[config.mk]
export PLATFORM = sky130hd
export DESIGN_NAME = memory_arbiter
export DESIGN_NICKNAME = d
export VERILOG_FILES = /design/src/rtl/common_types_pkg.sv /design/src/rtl/memory_arbiter.sv
export SDC_FILE = /design/constraint.sdc
export NUM_CORES = 1
export LEC_CHECK = 0
export CORE_ASPECT_RATIO = 1.75
export CORE_UTILIZATION = 30
export DETAILED_ROUTE_END_ITERATION = 16
export PLACE_DENSITY = 0.72
export REMOVE_ABC_BUFFERS = 1
export SLEW_MARGIN = 10
export SYNTH_ARGS = -nofsm -noshare
export SYNTH_HDL_FRONTEND = slang
export SYNTH_SLANG_ARGS = --single-unit
[constraint.sdc]
create_clock -name CLK -period 4.7 [get_ports CLK]
set_input_delay 1.41 -clock CLK [delete_from_list [all_inputs] [get_ports CLK]]
set_output_delay 1.41 -clock CLK [all_outputs]
set_load 0.005 [all_outputs]
[src/rtl/common_types_pkg.sv]
// Shared types for the memory arbiter: arbiter state encoding plus word/address types.
package common_types_pkg;

    typedef logic [31:0] addr_t;
    typedef logic [31:0] word_t;

    typedef enum logic [1:0] {
        IDLE  = 2'b00,
        IBUSY = 2'b01,
        DBUSY = 2'b10
    } arb_state_t;

endpackage

[src/rtl/memory_arbiter.sv]
// Arbitrates one single-port RAM between an instruction fetch port and a data load/store port,
// with data priority bounded by a starvation counter that guarantees fetch progress.
module memory_arbiter
    import common_types_pkg::*;
#(
    parameter int ADDR_W       = 32,
    parameter int DATA_W       = 32,
    parameter int STARVE_LIMIT = 4
) (
    input  logic              CLK,
    input  logic              nRST,
    input  logic              iread,
    input  logic [ADDR_W-1:0] iaddr,
    output logic [DATA_W-1:0] iload,
    output logic              ihit,
    input  logic              dread,
    input  logic              dwrite,
    input  logic [ADDR_W-1:0] daddr,
    input  logic [DATA_W-1:0] dstore,
    output logic [DATA_W-1:0] dload,
    output logic              dhit,
    output logic              ram_ren,
    output logic              ram_wen,
    output logic [ADDR_W-1:0] ram_addr,
    output logic [DATA_W-1:0] ram_wdata,
    input  logic [DATA_W-1:0] ram_rdata,
    input  logic              ram_ready
);

    localparam int CNT_W = $clog2(STARVE_LIMIT + 1);
    localparam logic [CNT_W-1:0] LIMIT = CNT_W'(STARVE_LIMIT);

    arb_state_t       state;
    arb_state_t       next_state;
    logic [CNT_W-1:0] starve_cnt;
    logic             is_write;
    logic             data_req;
    logic             starved;
    logic             grant_d;
    logic             grant_i;

    function automatic logic [CNT_W-1:0] sat_inc(input logic [CNT_W-1:0] v);
        return (v == LIMIT) ? v : v + CNT_W'(1);
    endfunction

    assign data_req = dread | dwrite;
    // A saturated counter only blocks data while a fetch is actually waiting.
    assign starved  = (starve_cnt == LIMIT) && iread;
    assign grant_d  = (state == IDLE) && data_req && !starved;
    assign grant_i  = (state == IDLE) && !grant_d && iread;

    always_comb begin
        next_state = state;
        case (state)
            IDLE: begin
                if (grant_d)      next_state = DBUSY;
                else if (grant_i) next_state = IBUSY;
            end
            IBUSY, DBUSY: begin
                if (ram_ready) next_state = IDLE;
            end
            default: next_state = IDLE;
        endcase
    end

    always_comb begin
        ram_ren = 1'b0;
        ram_wen = 1'b0;
        ihit    = 1'b0;
        dhit    = 1'b0;
        case (state)
            IBUSY: begin
                ram_ren = 1'b1;
                ihit    = ram_ready & iread;
            end
            DBUSY: begin
                ram_ren = !is_write;
                ram_wen = is_write;
                dhit    = ram_ready & data_req;
            end
            default: ;
        endcase
    end

    assign iload = ram_rdata;
    assign dload = ram_rdata;

    always_ff @(posedge CLK or negedge nRST) begin
        if (!nRST) begin
            state      <= IDLE;
            starve_cnt <= '0;
            is_write   <= 1'b0;
            ram_addr   <= '0;
            ram_wdata  <= '0;
        end else begin
            state <= next_state;
            // Access parameters are captured at grant so requester changes cannot disturb the RAM.
            if (grant_d) begin
                is_write   <= dwrite;
                ram_addr   <= daddr;
                ram_wdata  <= dstore;
                starve_cnt <= iread ? sat_inc(starve_cnt) : '0;
            end else if (grant_i) begin
                is_write   <= 1'b0;
                ram_addr   <= iaddr;
                starve_cnt <= '0;
            end
        end
    end

endmodule
# Yosys cells after proc, flatten, opt, wreduce, memory -nomap -nowiden
# Cells that the tools add are included.
dict set report classes {
  n_eq_ne 6
  bitwise 3
  mux 16
  reduce_logical 13
  add_sub_neg 1
}
# op n
set ops {}
lappend ops {{32-bit two-way mux} 2}
lappend ops {{3-bit two-way mux} 4}
lappend ops {{2-bit two-way mux} 3}
lappend ops {{3-bit != test, second input constant} 2}
lappend ops {{1-bit logical AND} 5}
lappend ops {{1-bit two-way mux} 5}
lappend ops {{2-bit case mux with 2 select lines} 1}
lappend ops {{2-bit AND reduction} 2}
lappend ops {{3-bit by 1-bit adder with 3-bit output, second input constant} 1}
lappend ops {{3-bit == test, second input constant} 1}
lappend ops {{1-bit logical NOT} 3}
lappend ops {{1-bit AND} 2}
lappend ops {{2-bit by 1-bit == test with 1-bit output, second input constant} 1}
lappend ops {{2-bit == test, second input constant} 1}
lappend ops {{2-bit logical NOT} 1}
lappend ops {{2-bit != test, second input constant} 1}
lappend ops {{1-bit case mux with 2 select lines} 1}
lappend ops {{2-bit nonzero test} 1}
lappend ops {{2-bit OR reduction} 1}
lappend ops {{1-bit OR} 1}
dict set report word_totals {
  regBits 70
  out_inout_bits 132
  word_cells 44
}

# Logic depth before layout (Yosys ltp)
# Gate-level depths: netlist of the first run.
dict set report depth {
  depth_word 10
  mapped_depth 7
}

# Worst setup path after synthesis of the first run
# OpenSTA, ideal clock, no wires.
dict set report synth_timing {
  path_type {in2out}
  start {in dwrite}
  end {out dhit}
  slack_ps 1435
  stages 2
  n_path_buf 0
  arrival_ps 1855
  cell_sequence {or2_1 > and3_1}
}
dict set report synth_between {
  elab_chain_cells 3
}
# item line_no
set synth_lines {}
lappend synth_lines {{from (decl)} memory_arbiter.sv:17} ;# input logic dwrite,
lappend synth_lines {{1-bit OR} memory_arbiter.sv:46} ;# assign data_req = dread | dwrite;
lappend synth_lines {{1-bit AND} memory_arbiter.sv:79} ;# dhit = ram_ready & data_req;
lappend synth_lines {{1-bit two-way mux} memory_arbiter.sv:71} ;# case (state)
lappend synth_lines {{to (decl)} memory_arbiter.sv:21} ;# output logic dhit,
# Every way passes these cells.

# Final worst setup path of the first run
# Same ends and word-level chain as after synthesis.

==> results of run 1 <==
## flip-flops by register name (all words and copies together) (netlist names)
register    count
ram_wdata      32
is_write        1
ram_addr       32
state           2
starve_cnt      3
## critical path, delay by kind of cell
| kind | cells | cell delay (ns) |
|---|---|---|
| and+or+nand+nor | 2 | 0.54 |
| buffers and inverters | 2 | 0.89 |
## routing by layer
layer | vias up | GRT usage | wire [um] | part of all wire
li1 | 1109 | - | - | -
met1 | 1223 | 0.1626 | 3537 | 0.30
met2 | 225 | 0.3228 | 6212 | 0.52
met3 | 11 | 0.1432 | 1998 | 0.17
met4 | 2 | 0.04667 | 117 | 0.0098
met5 | - | 0.04132 | 41 | 0.0034
## cells by family after synthesis
family	count (synthesis)	share of synthesized area
muxes	96	0.2939
buffers and inverters	80	0.1646
DFF	70	0.4762
and+or+nand+nor	16	0.02620
AOI/OAI and AO/OA	12	0.02211
adders and majority gates	5	0.01701
## per-stage QoR
| step | setup slack [ns] | cells | cell area (um2) | util | hold slack (ns) |
|---|---|---|---|---|---|
| 2_1_floorplan | 1.435 | 204 | 3092 | - | 0.4829 |
| 3_3_place_gp | 0.4726 | 540 | 5002 | 0.4168 | 0.4678 |
| 3_5_place_dp | 0.4640 | 540 | 5002 | 0.4168 | 0.4787 |
| 4_1_cts | 0.4640 | 556 | 5326 | 0.4438 | 0.4915 |
| 5_1_grt | 0.4229 | 556 | 5326 | 0.4438 | 0.5088 |
| 6_report | 0.4526 | 556 | 5326 | 0.4438 | 0.4861 |
## final cells by class
type	count	area share
Clock buffer	10	0.04487
Clock inverter	6	0.01597
Inverter	5	0.003524
Multi-Input combinational cell	129	0.2481
Sequential cell	70	0.3289
Tap cell	165	0.03876
Timing Repair Buffer	171	0.3199
## worst min-delay path by stage
| stage | from | to | slack, ns | depth (start not counted) |
|---|---|---|---|---|
| floorplan | ram_wdata[10]$_DFFE_PN0P_ | ram_wdata[10]$_DFFE_PN0P_ | 0.48 | 1 |
| global placement | ram_wdata[3]$_DFFE_PN0P_ | ram_wdata[3]$_DFFE_PN0P_ | 0.47 | 1 |
| detailed placement | ram_wdata[3]$_DFFE_PN0P_ | ram_wdata[3]$_DFFE_PN0P_ | 0.48 | 1 |
| CTS | ram_wdata[3]$_DFFE_PN0P_ | ram_wdata[3]$_DFFE_PN0P_ | 0.49 | 1 |
| global route | ram_wdata[3]$_DFFE_PN0P_ | ram_wdata[3]$_DFFE_PN0P_ | 0.51 | 1 |
| finish | ram_wdata[3]$_DFFE_PN0P_ | ram_wdata[3]$_DFFE_PN0P_ | 0.49 | 1 |
## power groups by stage
stage          combinational (W)  sequential, W  clock (W)
6_report                 0.00153        0.00106   0.000735
5_1_grt                  0.00165        0.00110   0.000790
4_1_cts                  0.00156        0.00107   0.000760
3_5_place_dp             0.00155        0.00108          0
3_3_place_gp             0.00153        0.00106          0
2_1_floorplan           0.000691        0.00108          0
## Yosys cell counts, drive strengths merged (2+ instances only)
cell,number,area (um2)
a21oi,3,15.01
a32o,2,20.02
mux2,96,1081
nor2,2,7.510
nand2,2,10.01
clkbuf,3,41.29
and3,3,20.02
buf,72,545.5
dfrtp,70,1752
o21ai,3,15.01
inv,5,18.77
nor2b,2,12.51
ha,5,62.56
nand3,3,20.02
==> metrics.txt, run 1 <==
share of layout cells above drive strength 1 0.2890; # DRC 0; switching share of power 0.2728; Mean Syn Cell Area 13.18 um2; FF/Latch Area 1752 um2; cell area after synthesis 3679 um2; Detail Route Antenna Nets 0; Critical Path Most Common Cell clkdlybuf4s50_1; Leak 2.148 nW; Initial Util 0.3065; PnR Total Power 0.003332 W; Setup Buffers After CTS 0; CP startpoint dwrite; final setup TNS 0 ns; Die W 85.71 um; Gate power share 0.460; Tot GR Track Use 0.1856; crit path capture dhit; final worst-path cycle share 0.9037; clk_skew 0.006231 ns; most common cell after layout, fill and taps aside clkdlybuf4s50_1; worst r2r src state[0]$_DFFE_PN0P_; CP required 3.29 ns; Arr. time, crit path 2.84 ns; critical-path cell list clkdlybuf4s50_1 > or2_1 > and3_1 > clkdlybuf4s50_1; Clock Tree Root clkbuf_16; htree depth 3; I/O pin count 266; via/cell ratio 4.622; DRT iter0 DRCs 134; nets@finish 525; core area 12000 um2; area of the multi-input gates 1321 um2; antenna violations before repair 0; commonest non-fill, non-tap cells in the layout clkdlybuf4s50_1 (168), mux2_2 (91), dfrtp_1 (70); Final min period 4.247 ns; vias in the first global route 2747; ANT cells 0; prevailing post-synth register cell dfrtp_1; crit path max fanout 5; first-pass GRT wire length 16.78 mm; WS Path Type input pin to output port; synthesis-stage register bit count 70; Avg WL per Cell 21.42 um; FF-to-FF End ram_addr[4]$_DFFE_PN0P_; GRT overflow 0; Resized Gates After CTS 0; HPWL Detailed 9.580 mm; pin count of the biggest net entering global routing 71; Post-synth EDFFs 0; Fillers 1112; Rel. slew slack 0.3956; Row Count 53; max-slew violation count 0; Fmax achieved 235.4 MHz; CP max stage cell clkdlybuf4s50_1; Post-Route WL 11.91 mm; RSZ-0062 raised after global routing false; I/O Buffers 169; Clock transition at path regs 0.05 ns; Reg power frac 0.319; Die ar. 12730 um2; RD Place Congestion 0.8044; CTS Buf Count 9; Critical Path Sink Type output port; Area Growth Syn to Fin 44.80%; later-pin clock latency in the skew report 0.33 ns; Pre-antenna DRT Iters 4; Power Dens Cells 625.6 nW/um2; Worst Setup Start Kind input pin; Synth warnings 0; FF-to-FF setup slack 2.48 ns; Max IR drop VDD 0.0003397 V; vias 2570; status finished, final reports clean; CTS Buffer Depth 2; sequential share of the synthesized area 0.4762; Crit path largest cell delay 0.45 ns; final setup vio count 0; Internal 0.002423 W; maxcap violations 0; post-synth cell types 28; clk sinks 70; Clk pwr share 0.221; Reg2Reg Depth 5; Hold-fix buffers, CTS 0; Min-Delay Path Class flip-flop to flip-flop; Slew @ Worst Pin 0.9066 ns; TritonCTS clock tree built; count of mapped cells out of synthesis 279; asr flop ratio synth 1.000; Hold Fails Final Rpt 0; sw power 0.0009091 W; Die Ht 148.5 um
No activity file was read; power rests on OpenSTA's default activity.
==> run 2: changes to the inputs <==
--- a/config.mk
+++ b/config.mk
@@ -5,7 +5,9 @@
 export SDC_FILE = /design/constraint.sdc
 export NUM_CORES = 1
 export LEC_CHECK = 0
+export ABC_AREA = 0
 export CORE_ASPECT_RATIO = 1.75
+export CORE_MARGIN = 2
 export CORE_UTILIZATION = 30
 export DETAILED_ROUTE_END_ITERATION = 16
 export PLACE_DENSITY = 0.72
==> run 2 against run 1 <==
Sequential power hardly changed; critical path depth did not move; combinational power barely moved; non-clock buffer count unchanged; clock skew shrank 0.00060 ns; flip-flop and latch count unchanged; setup slack better by 0.033 ns; critical endpoint unchanged; highest routed layer unchanged.
==> metrics.txt, run 2 (same netlist as run 1, synthesis figures left out) <==
status finished, final reports clean; CTS Buf Count 9 (unchanged); crit-path leading delay family buffers and inverters; crit path max fanout 5 (unchanged); Post-Route WL 12.26 mm (+2.9%); Rel. slew slack 0.3828 (-0.01283); commonest non-fill, non-tap cells in the layout clkdlybuf4s50_1 (168), mux2_2 (91), dfrtp_1 (70); Crit path largest cell delay 0.45 ns (about the same); placed inst area 5002 um2 (unchanged); FF/Latch Area 1752 um2 (unchanged); WS Path Type input pin to output port; core area 12000 um2 (unchanged); Arr. time, crit path 2.80 ns (-0.04 ns); PnR Total Power 0.003228 W (-3.1%); Leak 2.130 nW (-0.81%); pin count of the biggest net entering global routing 71 (unchanged); Fmax achieved 237.3 MHz (+0.78%); Buf/Inv on CP 2 (unchanged); TritonCTS clock tree built; Detail Route Antenna Nets 0 (unchanged); Power Dens Cells 611.4 nW/um2 (-2.3%); Avg WL per Cell 22.05 um (+2.9%); via/cell ratio 4.631 (+0.19%); Die ar. 13200 um2 (+3.7%); Worst Setup Start Kind input pin; critical-path cell list clkdlybuf4s50_1 > or2_1 > and3_1 > clkdlybuf4s50_1; maxcap violations 0 (unchanged); RSZ-0062 raised after global routing false; Die Ht 150.5 um (+1.3%); area of the multi-input gates 1321 um2 (unchanged); most common cell after layout, fill and taps aside clkdlybuf4s50_1; Slew @ Worst Pin 0.9258 ns (+0.01925 ns); Max IR drop VDD 0.0002685 V (-21%); Clock transition at path regs 0.05 ns (about the same); Setup Buffers After CTS 0 (unchanged); later-pin clock latency in the skew report 0.33 ns (about the same); CP required 3.29 ns (about the same); DRT iter0 DRCs 50 (-63%); Clock Tree Root clkbuf_16; final worst-path cycle share 0.8967 (-0.007041); Min-Delay Path Class flip-flop to flip-flop; Critical Path Most Common Cell clkdlybuf4s50_1; HPWL Detailed 10.02 mm (+4.6%); final setup TNS 0 ns (unchanged); first-pass GRT wire length 17.34 mm (+3.3%); clk_skew 0.005633 ns (-0.0005984 ns); final setup vio count 0 (unchanged); CTS Buffer Depth 2 (unchanged); RD Place Congestion 0.8638 (+7.4%); I/O Buffers 169 (unchanged); Area Growth Syn to Fin 43.54%; Resized Gates After CTS 0 (unchanged); Pre-antenna DRT Iters 4 (unchanged); Die W 87.71 um (+2.3%); Critical Path Sink Type output port; I/O pin count 266 (unchanged); vias in the first global route 2847 (+3.6%); post-route cell area 5280 um2 (-0.87%); Hold Fails Final Rpt 0 (unchanged); worst hold slack 0.4878 ns (+0.001655 ns); GRT overflow 0 (unchanged); clk sinks 70 (unchanged); CP max stage cell clkdlybuf4s50_1; Fillers 1129 (+1.5%); Hold-fix buffers, CTS 0 (unchanged); Row Count 53 (unchanged); Final min period 4.214 ns (-0.03310 ns); Tot GR Track Use 0.1865 (+0.0009190); antenna violations before repair 0 (unchanged); # DRC 0 (unchanged); leading registers by flop count ram_addr x32, ram_wdata x32, starve_cnt x3; share of layout cells above drive strength 1 0.2872 (-0.001823); htree depth 3 (unchanged); vias 2575 (+0.19%); max-slew violation count 0 (unchanged); nets@finish 525 (unchanged); Initial Util 0.3065 (unchanged)
[run 2: layer usage]
metal | vias to the layer above | part of all wire | routed length [um] | GRT usage
met5 | - | 0.0065 | 80 | 0.04545
met1 | 1216 | 0.30 | 3617 | 0.1595
li1 | 1119 | - | - | -
met2 | 219 | 0.49 | 6055 | 0.3144
met3 | 19 | 0.17 | 2125 | 0.1409
met4 | 2 | 0.031 | 380 | 0.07692
[run 2: worst paths after layout]
kind                                     startpoint                         to  slack, ns  depth (start not counted)
hold reg to reg            ram_wdata[3]$_DFFE_PN0P_   ram_wdata[3]$_DFFE_PN0P_       0.49                          1
setup reg to reg               state[0]$_DFFE_PN0P_   ram_addr[12]$_DFFE_PN0P_       2.49                          5
setup / recovery                             dwrite                       dhit       0.49                          4
min in group asynchronous                      nRST   ram_addr[26]$_DFFE_PN0P_       1.22                          1
hold / removal             ram_wdata[3]$_DFFE_PN0P_   ram_wdata[3]$_DFFE_PN0P_       0.49                          1
max in group asynchronous                      nRST  ram_wdata[11]$_DFFE_PN0P_       2.88                          1
[run 2: through the flow]
stage                     utilization  setup WS, ns  instances
after floorplan                     -         1.435        204
after global placement         0.4168        0.5374        540
after detailed placement       0.4168        0.4845        540
after CTS                      0.4397        0.4807        555
after global routing           0.4397        0.4404        555
final                          0.4399        0.4857        556
[run 2: power by group]
| group | internal (W) | switching [W] |
|---|---|---|
| clock network | 0.000380 | 0.000247 |
| registers | 0.000908 | 0.000152 |
| logic | 0.00104 | 0.000502 |
[run 2: area by class of cell]
cell class                 instances  area share
clock buffer                      11     0.04787
tap                              165     0.03910
multi-input combinational        129      0.2502
inverter                           5    0.003555
sequential                        70      0.3318
timing repair buffer             171      0.3227
antenna                            1   0.0004739
clock inverter                     4    0.004265
